## src/rtl/hpdcache_pkg.sv

```systemverilog
// Shared request/response types for the HPDcache core-side request arbiter.
package hpdcache_pkg;
    localparam int unsigned HPDCACHE_ARB_MAX_REQ = 16;
    localparam int unsigned HPDCACHE_SID_WIDTH   = 4;

    typedef logic [HPDCACHE_SID_WIDTH-1:0] hpdcache_sid_t;
    typedef logic [23:0]                   hpdcache_tag_t;

    typedef struct packed {
        logic [15:0]   addr;
        logic [31:0]   wdata;
        logic [3:0]    op;
        hpdcache_sid_t sid;
        logic [3:0]    tid;
    } hpdcache_req_t;

    typedef struct packed {
        logic uncacheable;
        logic io;
    } hpdcache_pma_t;

    typedef struct packed {
        logic [31:0]   rdata;
        hpdcache_sid_t sid;
        logic [3:0]    tid;
        logic          error;
    } hpdcache_rsp_t;
endpackage

```

## src/rtl/hpdcache_core_arbiter_rr_if.sv

```systemverilog
// Bundle of core-side requester ports and the cache-side request/response ports.
interface hpdcache_core_arbiter_rr_if
    import hpdcache_pkg::*;
#(
    parameter int unsigned NREQUESTERS = 2
);
    // Handshake: a request transfers on a cycle where valid and ready are both high;
    // once valid is raised the requester holds valid and the request stable until ready.
    logic          [NREQUESTERS-1:0] core_req_valid_i;
    logic          [NREQUESTERS-1:0] core_req_ready_o;
    hpdcache_req_t [NREQUESTERS-1:0] core_req_i;
    logic          [NREQUESTERS-1:0] core_req_abort_i;
    hpdcache_tag_t [NREQUESTERS-1:0] core_req_tag_i;
    hpdcache_pma_t [NREQUESTERS-1:0] core_req_pma_i;
    logic                            core_rsp_valid_i;
    hpdcache_rsp_t                   core_rsp_i;
    logic          [NREQUESTERS-1:0] core_rsp_valid_o;
    hpdcache_rsp_t [NREQUESTERS-1:0] core_rsp_o;
    logic                            arb_req_valid_o;
    logic                            arb_req_ready_i;
    hpdcache_req_t                   arb_req_o;
    logic                            arb_req2_valid_o;
    logic                            arb_abort_o;
    hpdcache_tag_t                   arb_tag_o;
    hpdcache_pma_t                   arb_pma_o;

    modport slave (
        input  core_req_valid_i, core_req_i, core_req_abort_i, core_req_tag_i, core_req_pma_i,
               core_rsp_valid_i, core_rsp_i, arb_req_ready_i,
        output core_req_ready_o, core_rsp_valid_o, core_rsp_o, arb_req_valid_o, arb_req_o,
               arb_req2_valid_o, arb_abort_o, arb_tag_o, arb_pma_o
    );

    modport master (
        output core_req_valid_i, core_req_i, core_req_abort_i, core_req_tag_i, core_req_pma_i,
               core_rsp_valid_i, core_rsp_i, arb_req_ready_i,
        input  core_req_ready_o, core_rsp_valid_o, core_rsp_o, arb_req_valid_o, arb_req_o,
               arb_req2_valid_o, arb_abort_o, arb_tag_o, arb_pma_o
    );
endinterface

```

## src/rtl/hpdcache_mux.sv

```systemverilog
// Generic N-input mux, selected either by a one-hot vector or by a binary index.
module hpdcache_mux #(
    parameter int unsigned NINPUT      = 2,
    parameter int unsigned DATA_WIDTH  = 1,
    parameter bit          ONE_HOT_SEL = 1'b1,
    localparam int unsigned SEL_W      = ONE_HOT_SEL ? NINPUT : ((NINPUT > 1) ? $clog2(NINPUT) : 1)
) (
    input  logic [SEL_W-1:0]                 sel_i,
    input  logic [NINPUT-1:0][DATA_WIDTH-1:0] data_i,
    output logic [DATA_WIDTH-1:0]            data_o
);
    generate
        if (ONE_HOT_SEL) begin : g_onehot
            // An all-zero select yields all-zero data.
            always_comb begin
                data_o = '0;
                for (int i = 0; i < NINPUT; i++) begin
                    if (sel_i[i]) data_o = data_o | data_i[i];
                end
            end
        end else begin : g_binary
            always_comb begin
                data_o = '0;
                for (int i = 0; i < NINPUT; i++) begin
                    if (SEL_W'(i) == sel_i) data_o = data_i[i];
                end
            end
        end
    endgenerate
endmodule

```

## src/rtl/hpdcache_rrarb.sv

```systemverilog
// Priority search (fixed or round-robin from a rotating pointer) with grant hold while stalled.
module hpdcache_rrarb #(
    parameter int unsigned N       = 2,
    parameter bit          RR_MODE = 1'b1
) (
    input  logic         clk_i,
    input  logic         rst_i,
    input  logic [N-1:0] req_i,
    input  logic         ready_i,
    output logic [N-1:0] gnt_o
);
    localparam int unsigned PTR_W = (N > 1) ? $clog2(N) : 1;

    logic [PTR_W-1:0] r_ptr;
    logic [N-1:0]     r_hold;
    logic             r_hold_v;
    logic [N-1:0]     w_search;
    logic [N-1:0]     w_gnt;
    logic [PTR_W-1:0] w_idx;
    logic [PTR_W-1:0] w_ptr_nxt;
    logic             w_accept;
    logic             w_stall;

    always_comb begin
        int unsigned j;
        logic        found;
        w_search = '0;
        found    = 1'b0;
        j        = 0;
        for (int unsigned k = 0; k < N; k++) begin
            j = 32'(r_ptr) + k;
            if (j >= N) j = j - N;
            if (!found && req_i[PTR_W'(j)]) begin
                w_search[PTR_W'(j)] = 1'b1;
                found               = 1'b1;
            end
        end
    end

    assign w_gnt    = r_hold_v ? r_hold : w_search;
    assign gnt_o    = w_gnt;
    assign w_accept = (|w_gnt) & ready_i;
    assign w_stall  = (|w_gnt) & ~ready_i;

    always_comb begin
        w_idx = '0;
        for (int k = 0; k < N; k++) begin
            if (w_gnt[k]) w_idx = PTR_W'(k);
        end
    end

    assign w_ptr_nxt = (w_idx == PTR_W'(N - 1)) ? '0 : w_idx + 1'b1;

    // Fixed-priority mode never moves the pointer, so the search always starts at 0.
    always_ff @(posedge clk_i) begin
        if (rst_i) begin
            r_ptr    <= '0;
            r_hold   <= '0;
            r_hold_v <= 1'b0;
        end else begin
            r_hold_v <= w_stall;
            r_hold   <= w_stall ? w_gnt : '0;
            if (RR_MODE && w_accept) r_ptr <= w_ptr_nxt;
        end
    end
endmodule

```

## src/rtl/hpdcache_core_arbiter_rr.sv

```systemverilog
// Core-side request arbiter: grants one requester, muxes its second-cycle fields, routes responses by sid.
module hpdcache_core_arbiter_rr
    import hpdcache_pkg::*;
#(
    parameter int unsigned NREQUESTERS = 2,
    parameter bit          RR_MODE     = 1'b1,
    parameter bit          RSP_REG     = 1'b0
) (
    input  logic                       clk_i,
    input  logic                       rst_i,
    hpdcache_core_arbiter_rr_if.slave  io
);
    localparam int unsigned REQ_W  = $bits(hpdcache_req_t);
    localparam int unsigned REQ2_W = 1 + $bits(hpdcache_tag_t) + $bits(hpdcache_pma_t);

    logic [NREQUESTERS-1:0]             w_gnt;
    logic [NREQUESTERS-1:0]             r_gnt;
    logic                               w_accept;
    logic [REQ_W-1:0]                   w_req;
    logic [NREQUESTERS-1:0][REQ2_W-1:0] w_req2_data;
    logic [REQ2_W-1:0]                  w_req2;
    logic [NREQUESTERS-1:0]             w_rsp_valid;
    logic [NREQUESTERS-1:0]             w_rsp_valid_out;
    hpdcache_rsp_t                      w_rsp_out;

    hpdcache_rrarb #(.N(NREQUESTERS), .RR_MODE(RR_MODE)) u_rrarb (
        .clk_i   (clk_i),
        .rst_i   (rst_i),
        .req_i   (io.core_req_valid_i),
        .ready_i (io.arb_req_ready_i),
        .gnt_o   (w_gnt)
    );

    assign w_accept            = (|w_gnt) & io.arb_req_ready_i;
    assign io.arb_req_valid_o  = |w_gnt;
    assign io.core_req_ready_o = w_gnt & {NREQUESTERS{io.arb_req_ready_i}};

    hpdcache_mux #(.NINPUT(NREQUESTERS), .DATA_WIDTH(REQ_W), .ONE_HOT_SEL(1'b1)) u_req_mux (
        .sel_i  (w_gnt),
        .data_i (io.core_req_i),
        .data_o (w_req)
    );
    assign io.arb_req_o = w_req;

    // r_gnt remembers who was accepted so the following cycle can pick up its abort/tag/PMA.
    always_ff @(posedge clk_i) begin
        if (rst_i) r_gnt <= '0;
        else       r_gnt <= w_accept ? w_gnt : '0;
    end

    always_comb begin
        w_req2_data = '0;
        for (int i = 0; i < NREQUESTERS; i++) begin
            w_req2_data[i] = {io.core_req_abort_i[i], io.core_req_tag_i[i], io.core_req_pma_i[i]};
        end
    end

    hpdcache_mux #(.NINPUT(NREQUESTERS), .DATA_WIDTH(REQ2_W), .ONE_HOT_SEL(1'b1)) u_req2_mux (
        .sel_i  (r_gnt),
        .data_i (w_req2_data),
        .data_o (w_req2)
    );
    assign io.arb_req2_valid_o = |r_gnt;
    assign {io.arb_abort_o, io.arb_tag_o, io.arb_pma_o} = w_req2;

    // A sid outside 0..NREQUESTERS-1 matches no port and is dropped.
    always_comb begin
        w_rsp_valid = '0;
        for (int i = 0; i < NREQUESTERS; i++) begin
            w_rsp_valid[i] = io.core_rsp_valid_i && (io.core_rsp_i.sid == HPDCACHE_SID_WIDTH'(i));
        end
    end

    generate
        if (RSP_REG) begin : g_rsp_reg
            logic [NREQUESTERS-1:0] r_rsp_valid;
            hpdcache_rsp_t          r_rsp;
            always_ff @(posedge clk_i) begin
                if (rst_i) begin
                    r_rsp_valid <= '0;
                    r_rsp       <= '0;
                end else begin
                    r_rsp_valid <= w_rsp_valid;
                    if (io.core_rsp_valid_i) r_rsp <= io.core_rsp_i;
                end
            end
            assign w_rsp_valid_out = r_rsp_valid;
            assign w_rsp_out       = r_rsp;
        end else begin : g_rsp_comb
            assign w_rsp_valid_out = w_rsp_valid;
            assign w_rsp_out       = io.core_rsp_i;
        end
    endgenerate

    assign io.core_rsp_valid_o = w_rsp_valid_out;
    always_comb begin
        io.core_rsp_o = '0;
        for (int i = 0; i < NREQUESTERS; i++) io.core_rsp_o[i] = w_rsp_out;
    end
endmodule

```

## src/flat_wrapper.sv

```systemverilog
// flat-port wrapper written by rule: the top's interface ports become plain ports
module hpdcache_core_arbiter_rr_flat import hpdcache_pkg::*;
#(
    parameter int unsigned NREQUESTERS = 2,
    parameter bit          RR_MODE     = 1'b1,
    parameter bit          RSP_REG     = 1'b0
)
  (clk_i, rst_i, io_core_req_valid_i, io_core_req_i, io_core_req_abort_i, io_core_req_tag_i, io_core_req_pma_i, io_core_rsp_valid_i, io_core_rsp_i, io_arb_req_ready_i, io_core_req_ready_o, io_core_rsp_valid_o, io_core_rsp_o, io_arb_req_valid_o, io_arb_req_o, io_arb_req2_valid_o, io_arb_abort_o, io_arb_tag_o, io_arb_pma_o);
  hpdcache_core_arbiter_rr_if #(.NREQUESTERS(NREQUESTERS)) io_i ();
  input  logic clk_i;
  input  logic rst_i;
  input wire logic [$bits(io_i.core_req_valid_i)-1:0] io_core_req_valid_i;
  input wire logic [$bits(io_i.core_req_i)-1:0] io_core_req_i;
  input wire logic [$bits(io_i.core_req_abort_i)-1:0] io_core_req_abort_i;
  input wire logic [$bits(io_i.core_req_tag_i)-1:0] io_core_req_tag_i;
  input wire logic [$bits(io_i.core_req_pma_i)-1:0] io_core_req_pma_i;
  input wire logic [$bits(io_i.core_rsp_valid_i)-1:0] io_core_rsp_valid_i;
  input wire logic [$bits(io_i.core_rsp_i)-1:0] io_core_rsp_i;
  input wire logic [$bits(io_i.arb_req_ready_i)-1:0] io_arb_req_ready_i;
  output wire logic [$bits(io_i.core_req_ready_o)-1:0] io_core_req_ready_o;
  output wire logic [$bits(io_i.core_rsp_valid_o)-1:0] io_core_rsp_valid_o;
  output wire logic [$bits(io_i.core_rsp_o)-1:0] io_core_rsp_o;
  output wire logic [$bits(io_i.arb_req_valid_o)-1:0] io_arb_req_valid_o;
  output wire logic [$bits(io_i.arb_req_o)-1:0] io_arb_req_o;
  output wire logic [$bits(io_i.arb_req2_valid_o)-1:0] io_arb_req2_valid_o;
  output wire logic [$bits(io_i.arb_abort_o)-1:0] io_arb_abort_o;
  output wire logic [$bits(io_i.arb_tag_o)-1:0] io_arb_tag_o;
  output wire logic [$bits(io_i.arb_pma_o)-1:0] io_arb_pma_o;
  assign io_i.core_req_valid_i = io_core_req_valid_i;
  assign io_i.core_req_i = io_core_req_i;
  assign io_i.core_req_abort_i = io_core_req_abort_i;
  assign io_i.core_req_tag_i = io_core_req_tag_i;
  assign io_i.core_req_pma_i = io_core_req_pma_i;
  assign io_i.core_rsp_valid_i = io_core_rsp_valid_i;
  assign io_i.core_rsp_i = io_core_rsp_i;
  assign io_i.arb_req_ready_i = io_arb_req_ready_i;
  assign io_core_req_ready_o = io_i.core_req_ready_o;
  assign io_core_rsp_valid_o = io_i.core_rsp_valid_o;
  assign io_core_rsp_o = io_i.core_rsp_o;
  assign io_arb_req_valid_o = io_i.arb_req_valid_o;
  assign io_arb_req_o = io_i.arb_req_o;
  assign io_arb_req2_valid_o = io_i.arb_req2_valid_o;
  assign io_arb_abort_o = io_i.arb_abort_o;
  assign io_arb_tag_o = io_i.arb_tag_o;
  assign io_arb_pma_o = io_i.arb_pma_o;
  hpdcache_core_arbiter_rr #(.NREQUESTERS(NREQUESTERS), .RR_MODE(RR_MODE), .RSP_REG(RSP_REG)) u_core (.clk_i(clk_i), .rst_i(rst_i), .io(io_i));
endmodule
```

## config.mk

```make
export PLATFORM = sky130hd
export DESIGN_NAME = hpdcache_core_arbiter_rr_flat
export DESIGN_NICKNAME = d
export VERILOG_FILES = /design/src/rtl/hpdcache_pkg.sv /design/src/rtl/hpdcache_core_arbiter_rr_if.sv /design/src/rtl/hpdcache_mux.sv /design/src/rtl/hpdcache_rrarb.sv /design/src/rtl/hpdcache_core_arbiter_rr.sv /design/src/flat_wrapper.sv
export SDC_FILE = /design/constraint.sdc
export NUM_CORES = 1
export LEC_CHECK = 0
export BUFFER_PORTS_ARGS = -buffer_cell sky130_fd_sc_hd__buf_4
export CORE_AREA = 2 2 155 157
export CTS_BUF_LIST = sky130_fd_sc_hd__clkbuf_8
export DETAILED_ROUTE_END_ITERATION = 16
export DIE_AREA = 0 0 157 159
export PLACE_DENSITY_LB_ADDON = 0.1
export SETUP_SLACK_MARGIN = 0.3
export SKIP_LAST_GASP = 1
export SYNTH_ARGS = -nofsm -noshare
export SYNTH_HDL_FRONTEND = slang
export SYNTH_SLANG_ARGS = --single-unit
```

## constraint.sdc

```tcl
create_clock -name clk_i -period 1.9 [get_ports clk_i]
set_clock_uncertainty 0.15 [all_clocks]
set_input_delay 0.19 -clock clk_i [delete_from_list [all_inputs] [get_ports clk_i]]
set_output_delay 0.19 -clock clk_i [all_outputs]
set_load 0.01 [all_outputs]
```

# After elaboration in Yosys (flattened, before gate mapping)
# Index checks and enable logic that the tools add are counted.
[totals]
register_bits = 6
latchBits = 0
mem_bits_rw = 0
rom_bits = 0
input_bits = 221
output_inout_bits = 175
n_memories = 0
[op_classes]
n_addsub = 4
mul = 0
div_mod_pow = 0
order_cmp = 6
n_eq_ne = 1
shifts = 0
n_mux = 20
bitwise_logic = 9
reduce_logical = 11
[op_table]
columns = ["operator", "count"]
rows = [
  ["$mux W60", 2],
  ["$or A60 B60 Y60", 1],
  ["$mux W27", 2],
  ["$or A27 B27 Y27", 1],
  ["$mux W1", 11],
  ["$reduce_or A2 Y1", 4],
  ["$mux W2", 3],
  ["$logic_and A1 B1 Y1", 5],
  ["$eq A4 B1 Y1 const B", 1],
  ["$logic_not A4 Y1", 1],
  ["$lt A1 B2 Y1 const B", 2],
  ["$not A1 Y1", 3],
  ["$add A1 B1 Y2 const B", 1],
  ["$and A1 B1 Y1", 2],
  ["$and A2 B2 Y2", 1],
  ["$demux W1 S1", 2],
  ["$ge A1 B1 Y1 const B", 2],
  ["$ge A1 B2 Y1 const B", 1],
  ["$ge A2 B2 Y1 const B", 1],
  ["$or A2 B2 Y2", 1],
  ["$sub A1 B1 Y1 const B", 2],
  ["$add A1 B1 Y1 const B", 1],
  ["$logic_not A1 Y1", 1],
]

# Depth between registers and ports, before layout
# Gate-level depths: netlist of run 1.
[logic_depth]
word_depth = 14
depth_mapped = 5
depth_no_buf = 3

# Modules after synthesis
# A second synthesis of run 1 with hierarchy kept.
[unflattened]
cells_unflattened = 220
hier_area_um2 = 1928.1
[by_module_without_submodules]
columns = ["module", "instances", "cells_per_inst", "area_per_inst_um2"]
rows = [
  ["hpdcache_core_arbiter_rr", 1, 93, 748.2],
  ["hpdcache_mux (u_core.u_req_mux)", 1, 74, 683.2],
  ["hpdcache_mux (u_core.u_req2_mux)", 1, 33, 312.8],
  ["hpdcache_rrarb", 1, 20, 183.9],
]

# Least setup slack after synthesis of run 1
# OpenSTA, ideal clock, no wires.
[synth_path]
kind = "register to output"
start = "register u_core.u_rrarb.r_hold_v"
end = "output port io_arb_req_o[22]"
arrival_time_ps = 1097
path_slack_ps = 463
path_stages_with_launch = 6
path_buffers = 2
cell_sequence = "dfxtp_1 -> nand2b_1 -> o21ai_2 -> buf_6 -> buf_4 -> a22o_1"
[synth_between]
elab_chain_cells = 4
[synth_lines]
columns = ["element", "line", "source"]
rows = [
  ["from (decl)", "hpdcache_rrarb.sv:16", "logic r_hold_v;"],
  ["from (signal assigned)", "hpdcache_rrarb.sv:61", "r_hold_v <= w_stall;"],
  ["$mux W2 (*)", "hpdcache_rrarb.sv:40", "assign w_gnt = r_hold_v ? r_hold : w_search;"],
  ["$mux W60", "hpdcache_mux.sv:18", "if (sel_i[i]) data_o = data_o | data_i[i];"],
  ["$or A60 B60 Y60", "hpdcache_mux.sv:18", ""],
  ["$mux W60 (*)", "hpdcache_mux.sv:18", ""],
  ["to (decl)", "flat_wrapper.sv:24", "output wire logic [$bits(io_i.arb_req_o)-1:0] io_arb_req_o;"],
]
# Mark *: on every way between the ends. The rest lies on a longest branch, timed or not.

# Worst setup path in the final report of run 1
[layout_path]
start = "register u_core.u_rrarb.r_ptr"
end = "output port io_arb_req_o[1]"
[layout_between]
elab_chain_cells = 13
word_cells_on_any_way = 31
[layout_lines]
columns = ["element", "line", "source"]
rows = [
  ["from (decl)", "hpdcache_rrarb.sv:14", "logic [PTR_W-1:0] r_ptr;"],
  ["from (signal assigned)", "hpdcache_rrarb.sv:63", "if (RR_MODE && w_accept) r_ptr <= w_ptr_nxt;"],
  ["$add A1 B1 Y2, or another cell as far along", "hpdcache_rrarb.sv:31", "j = 32'(r_ptr) + k;"],
  ["$ge A2 B2 Y1, or another cell as far along", "hpdcache_rrarb.sv:32", "if (j >= N) j = j - N;"],
  ["$mux W1, or another cell as far along", "hpdcache_rrarb.sv:32", ""],
  ["$lt A1 B2 Y1 (not written as such), or another cell as far along", "hpdcache_rrarb.sv:34", "w_search[PTR_W'(j)] = 1'b1;"],
  ["$logic_and A1 B1 Y1 (not written as such) or $mux W1 (tied branches)", "hpdcache_rrarb.sv:34", ""],
  ["$mux W1 (not written as such) or $demux W1 S1 (tied branches)", "hpdcache_rrarb.sv:34", ""],
  ["$demux W1 S1 or $mux W2 (tied branches)", "hpdcache_rrarb.sv:34, hpdcache_rrarb.sv:33", ""],
  ["$or A2 B2 Y2 (no source line)", "-", ""],
  ["$mux W2 (*)", "hpdcache_rrarb.sv:33", "if (!found && req_i[PTR_W'(j)]) begin"],
  ["$mux W2 (*)", "hpdcache_rrarb.sv:40", ""],
  ["$mux W60", "hpdcache_mux.sv:18", ""],
  ["$or A60 B60 Y60", "hpdcache_mux.sv:18", ""],
  ["$mux W60 (*)", "hpdcache_mux.sv:18", ""],
]
# Mark *: on every way between the ends. The rest lies on a longest branch, timed or not. The select of a mux whose other input is x is not followed.

==> metrics.md, run 1 <==
| Metric | Value |
|---|---|
| Vias in the first global route | `2602` |
| Die W | `157 um` |
| Initial antenna violation count | `1` |
| Synth Register Bits | `6` |
| Critical Path Source | `u_core.u_rrarb.r_ptr` |
| First-pass GRT wire length | `14400 um` |
| Finish-stage setup viols | `0` |
| Clock root buffer | `clkbuf_8` |
| Largest net degree at the start of global routing | `28` |
| H-tree levels | `1` |
| Pleak | `2.08 nW` |
| Kind of critical path | `flip-flop to primary output` |
| Post-Syn Area | `1820 sq um` |
| Unrepaired setup endpoints after global routing | `true` |
| TritonCTS Buffers | `3` |
| Met1 Use GR | `7.65%` |
| Number of placed I/O pins | `396` |
| Initial DRC count | `86` |
| DRC violations left | `0` |
| Crit path DAT | `1.55 ns` |
| Final worst path period share | `99.6%` |
| Crit path required time | `1.56 ns` |
| GP Congestion | `0.689` |
| CP endpoint kind | `primary output` |
| Yosys top cell area share | `41.8%` |
| Area Growth Syn to Fin | `126%` |
| Seq/Total Area, Yosys | `6.59%` |
| CP Launch Type | `flip-flop` |
| Die footprint | `25000 sq um` |
| PwrDens | `353 nW/um^2` |
| Fmax | `529 MHz` |
| Worst r2r src | `u_core.u_rrarb.r_ptr` |
| Register area | `125 sq um` |
| Clk Latency, worst-skew pair | `0.22 ns` |
| Worst Tran Pin Value | `0.255 ns` |
| Filler Cells Inserted | `2604` |
| Initial cell density of the core | `7.85%` |
| Netlist cell types | `21` |
| Die Y | `159 um` |
| Mapped Nets | `440` |
| Final Util | `17.7%` |
| Final #Nets | `653` |
| Avg Cell Area, Syn | `8.32 sq um` |
| Fin. Hold Viols | `0` |
| Synth Instances | `219` |
| Port bufs | `284` |
| Post-DP HPWL | `8760 um` |
| Total of max-cap violations | `0` |
| Met2 GRT Util | `13.7%` |
| Via count | `2519` |
| Post-route ant nets | `0` |
| Yosys top cell by area | `a22o_1` |
| Worst VDD drop | `0.000120 V` |
| Slew headroom | `82.7%` |
| Top post-synthesis cells by area | `a22o_1 (42%), buf_4 (36%), dfxtp_1 (6.6%), buf_6 (3.7%), a2111oi_4 (1.5%)` |
| Vias per inst | `3.36` |
| Layout cells sized above 1 | `75.6%` |
| Pre-Repair DR Iteration Count | `4` |
| Status | `finished, final reports clean` |
| Multi-input gate area | `977 sq um` |
| Worst hold slack | `0.0100 ns` |
| Period minus WS final | `1.89 ns` |
| Clk slew on worst S/H paths | `0.04 ns` |
| CTS max path bufs | `2` |
| Crit-path max FO | `13` |
| Final wirelength | `10900 um` |
| CTS Sinks | `6` |
| GRT Residual Overflow | `0` |
| GRT Total Usage | `7.40%` |
| Placed Cells | `732` |
| Core area | `23200 sq um` |
| GR peak layer | `met2` |
| Synth Warn # | `0` |
| Rows | `56` |
| Hold wc startpoint | `rst_i` |
| Post-CTS Hold Fix Bufs | `0` |
| Final Power | `0.00145 W` |
| Drt wl/cell | `14.5 um` |
| GR Util met3 | `3.21%` |
| Final cell count without fillers | `750` |
| Max Slew Vio Count | `0` |
| Hold Crit Class | `input pin to flip-flop` |
| CTS tree | `built` |
==> kinds of logic after synthesis <==
logic type      synth area share [%]
compound gates                  45.9
simple gates                    5.70
buf+inv                         41.8
flops                           6.59
==> worst max-delay path, cell delays in order, from the launching register on <==
cell	delay, ns
dfxtp_2	0.32
a21bo_1	0.23
o21ai_4	0.17
buf_12	0.17
clkbuf_16	0.18
a22o_1	0.14
buf_4	0.12
==> through the flow <==
step	cell area (sq um)	setup WS, ns	setup TNS, ns
final	4110	0.00845	0
after global routing	4110	-0.0529	-1.74
after CTS	3940	0.0237	0
after detailed placement	3750	0.157	0
after global placement	3750	0.175	0
after floorplan	1820	0.463	0
==> state kept, by name (all words and copies together) (netlist names) <==
register                 count
u_core.u_rrarb.r_hold        2
u_core.u_rrarb.r_ptr         1
u_core.u_rrarb.r_hold_v      1
u_core.r_gnt                 2
==> worst paths after layout <==
check / endpoint / slack, ns / cells after the start
worst max-delay path: io_arb_req_o[1] / 0.008 / 6
worst min-delay path: u_core.u_rrarb.r_ptr / 0.01 / 2
worst max register to register: u_core.u_rrarb.r_ptr / 0.34 / 5
worst min register to register: u_core.u_rrarb.r_ptr / 0.52 / 2
==> cell usage in the layout (no fill, tap or decap), drive strengths merged <==
master,instances
buf,306
a22o,87
clkbuf,7
dfxtp,6
and2,4
nand2,2
o21ai,2
nor2,2
and3b,2
o21a,2
nand2b,2
or2,2
diode,1
a21bo,1
nor2b,1
nor4,1
nor4b,1
a21oi,1
a2111oi,1
==> layout make-up <==
| type | instances | share of cell area, % |
|---|---|---|
| Clock buffer | 3 | 1.00 |
| Tap cell | 319 | 9.70 |
| Antenna cell | 1 | 0.0608 |
| Timing Repair Buffer | 310 | 62.4 |
| Multi-Input combinational cell | 111 | 23.8 |
| Sequential cell | 6 | 3.04 |
==> layer usage <==
| metal | wire, um | vias to the layer above |
|---|---|---|
| met1 | 3720 | 1137 |
| met4 | 108 | 0 |
| met5 | 0 | - |
| li1 | - | 1174 |
| met2 | 5720 | 190 |
| met3 | 1340 | 18 |
==> cell usage after synthesis <==
| master | count |
|---|---|
| nand2b_1 | 2 |
| nor2b_1 | 1 |
| and2_1 | 4 |
| clkbuf_1 | 1 |
| a22o_1 | 87 |
| a21oi_1 | 1 |
| buf_4 | 87 |
| and3b_1 | 2 |
| nor4b_1 | 1 |
| a21bo_1 | 1 |
| o21a_1 | 2 |
| buf_1 | 3 |
| buf_6 | 6 |
| buf_2 | 5 |
| nand2_1 | 2 |
| dfxtp_1 | 6 |
| a2111oi_4 | 1 |
| o21ai_2 | 2 |
| or2_2 | 2 |
| nor4_1 | 1 |
| nor2_1 | 2 |
==> what timing repair did <==
item                       4_1_cts  5_1_grt
buffers inserted                 6        2
pin swaps                        3       20
gates resized for setup         19       12
setup endpoints to repair       83       63
gates cloned                     1        5
==> report_power, final <==
group          internal [W]  switching, W
combinational      0.000705      0.000416
sequential         0.000134    0.00000911
clock              0.000136     0.0000527
total              0.000975      0.000478
(Power assumes the default switching activity.)
==> run 2, diff against run 1 <==
==> constraint.sdc (replaced) <==
create_clock -name clk_i -period 1.9 [get_ports clk_i]
set_clock_uncertainty 0.15 [all_clocks]
set_input_delay 0.285 -clock clk_i [delete_from_list [all_inputs] [get_ports clk_i]]
set_output_delay 0.285 -clock clk_i [all_outputs]
set_load 0.01 [all_outputs]
==> metrics.md, run 2 (synthesis results as in run 1) <==
| Metric | Value |
|---|---|
| Initial cell density of the core | `7.85%` |
| Worst r2r src | `u_core.u_rrarb.r_ptr` |
| Fin. Hold Viols | `0` |
| DRC violations left | `0` |
| Fmax | `510 MHz` |
| Hold Crit Class | `input pin to flip-flop` |
| DP Area | `3750 sq um` |
| Clk slew on worst S/H paths | `0.04 ns` |
| GRT Total Usage | `7.62%` |
| Final wirelength | `10700 um` |
| ANT cells | `0` |
| Largest net degree at the start of global routing | `29` |
| Rows | `56` |
| R2r setup slk | `0.27 ns` |
| Reg-to-Reg End | `u_core.u_rrarb.r_ptr` |
| Vias in the first global route | `2644` |
| Pleak | `2.05 nW` |
| Worst VDD drop | `0.000124 V` |
| Crit-path max FO | `13` |
| CP endpoint kind | `primary output` |
| Most common cell after layout, fill and taps aside | `buf_4` |
| Final worst path period share | `103%` |
| Crit path DAT | `1.52 ns` |
| Drt wl/cell | `14.3 um` |
| GP Congestion | `0.696` |
| Critical Path End | `io_arb_req_valid_o` |
| Die Y | `159 um` |
| Regs by FF count | `u_core.r_gnt (2), u_core.u_rrarb.r_hold (2)` |
| Period minus WS final | `1.96 ns` |
| Clock root buffer | `clkbuf_8` |
| Total of max-cap violations | `0` |
| Post-route ant nets | `0` |
| TritonCTS Buffers | `3` |
| Post-CTS Hold Fix Bufs | `0` |
| Via count | `2490` |
| Register area | `130 sq um` |
| Area Growth Syn to Fin | `123%` |
| Core area | `23200 sq um` |
| Multi-input gate area | `982 sq um` |
| Finish-stage setup viols | `52` |
| First-pass GRT wire length | `14700 um` |
| Worst Tran Pin Value | `0.250 ns` |
| Most frequent cells in the layout | `buf_4 (288), a22o_1 (86), buf_16 (5), buf_12 (5), buf_6 (4)` |
| Final Util | `17.5%` |
| CTS tree | `built` |
| CTS Sinks | `6` |
| Post-DP HPWL | `8820 um` |
| Finished Cell Area | `4070 sq um` |
| Clk Latency, worst-skew pair | `0.22 ns` |
| Initial DRC count | `38` |
| Max Slew Vio Count | `0` |
| Die W | `157 um` |
| PwrDens | `351 nW/um^2` |
| CTS max path bufs | `2` |
| Port bufs | `284` |
| Die footprint | `25000 sq um` |
| Pre-Repair DR Iteration Count | `3` |
| Number of placed I/O pins | `396` |
| Failing checks | `negative setup slack` |
| Vias per inst | `3.34` |
| CP Launch Type | `flip-flop` |
| GRT Residual Overflow | `0` |
| Kind of critical path | `flip-flop to primary output` |
| FF-to-FF path depth | `7` |
| Layout cells sized above 1 | `75.6%` |
| Critical Path Source | `u_core.u_rrarb.r_ptr` |
| Slew headroom | `83.1%` |
| H-tree levels | `1` |
| Min setup slack post-route | `-0.0598 ns` |
| Crit path required time | `1.46 ns` |
| Initial antenna violation count | `0` |
| Unrepaired setup endpoints after global routing | `true` |
| Final #Nets | `649` |
| Status | `finished with violations` |
| Filler Cells Inserted | `2620` |
-- run 2: worst min path at each step --
stage,start,to,cells past startpoint
3_5_place_dp,rst_i,u_core.u_rrarb.r_ptr,2
5_1_grt,rst_i,u_core.u_rrarb.r_ptr,2
6_report,rst_i,u_core.u_rrarb.r_ptr,2
2_1_floorplan,rst_i,u_core.u_rrarb.r_ptr,1
4_1_cts,rst_i,u_core.u_rrarb.r_ptr,2
3_3_place_gp,rst_i,u_core.u_rrarb.r_ptr,2
-- run 2: per-layer routing --
layer  wire, um  track usage, %  vias up
met1       3820            8.03     1121
met4         89            1.46        0
met2       5510            14.3      186
met3       1260            2.94       16
li1           -               -     1167
met5          0               0        -
-- run 2: cell type report --
type | instances | area share (%)
clock buffer | 3 | 1.02
sequential | 6 | 3.20
timing repair buffer | 306 | 61.8
multi-input combinational | 111 | 24.1
tap | 319 | 9.81
-- run 2: where the power goes --
part / switching (W) / leakage (nW) / total (W) / internal (W)
clock: 0.0000522 / 0.0216 / 0.000188 / 0.000136
sequential: 0.00000880 / 0.0513 / 0.000141 / 0.000132
combinational: 0.000409 / 1.98 / 0.00110 / 0.000687
-- run 2: metrics by stage --
stage | total power, W | cells | hold WS [ns] | setup slack (ns) | setup TNS, ns
final | 0.00143 | 745 | 0.108 | -0.0598 | -1.43
after global routing | 0.00153 | 745 | 0.113 | -0.137 | -5.43
after CTS | 0.00144 | 744 | 0.106 | -0.0827 | -1.94
after detailed placement | 0.00115 | 731 | 0.347 | 0.0200 | 0
after global placement | 0.00116 | 731 | 0.338 | -0.00770 | -0.00770
after floorplan | 0.000684 | 219 | 0.199 | 0.368 | 0
-- run 2: timing repair --
item | in CTS | in global routing
buffers inserted | 7 | 0
pin swaps | 1 | 1
setup endpoints to repair | 86 | 74
gates cloned | 3 | 1
resized for setup | 27 | 3
-- run 2: critical path, cell delays in order, from the launching register on --
cell and delay, ns:
dfxtp_2 0.34, a21bo_1 0.16, o21ai_4 0.07, buf_4 0.15
buf_16 0.15, or2_2 0.29, buf_4 0.15
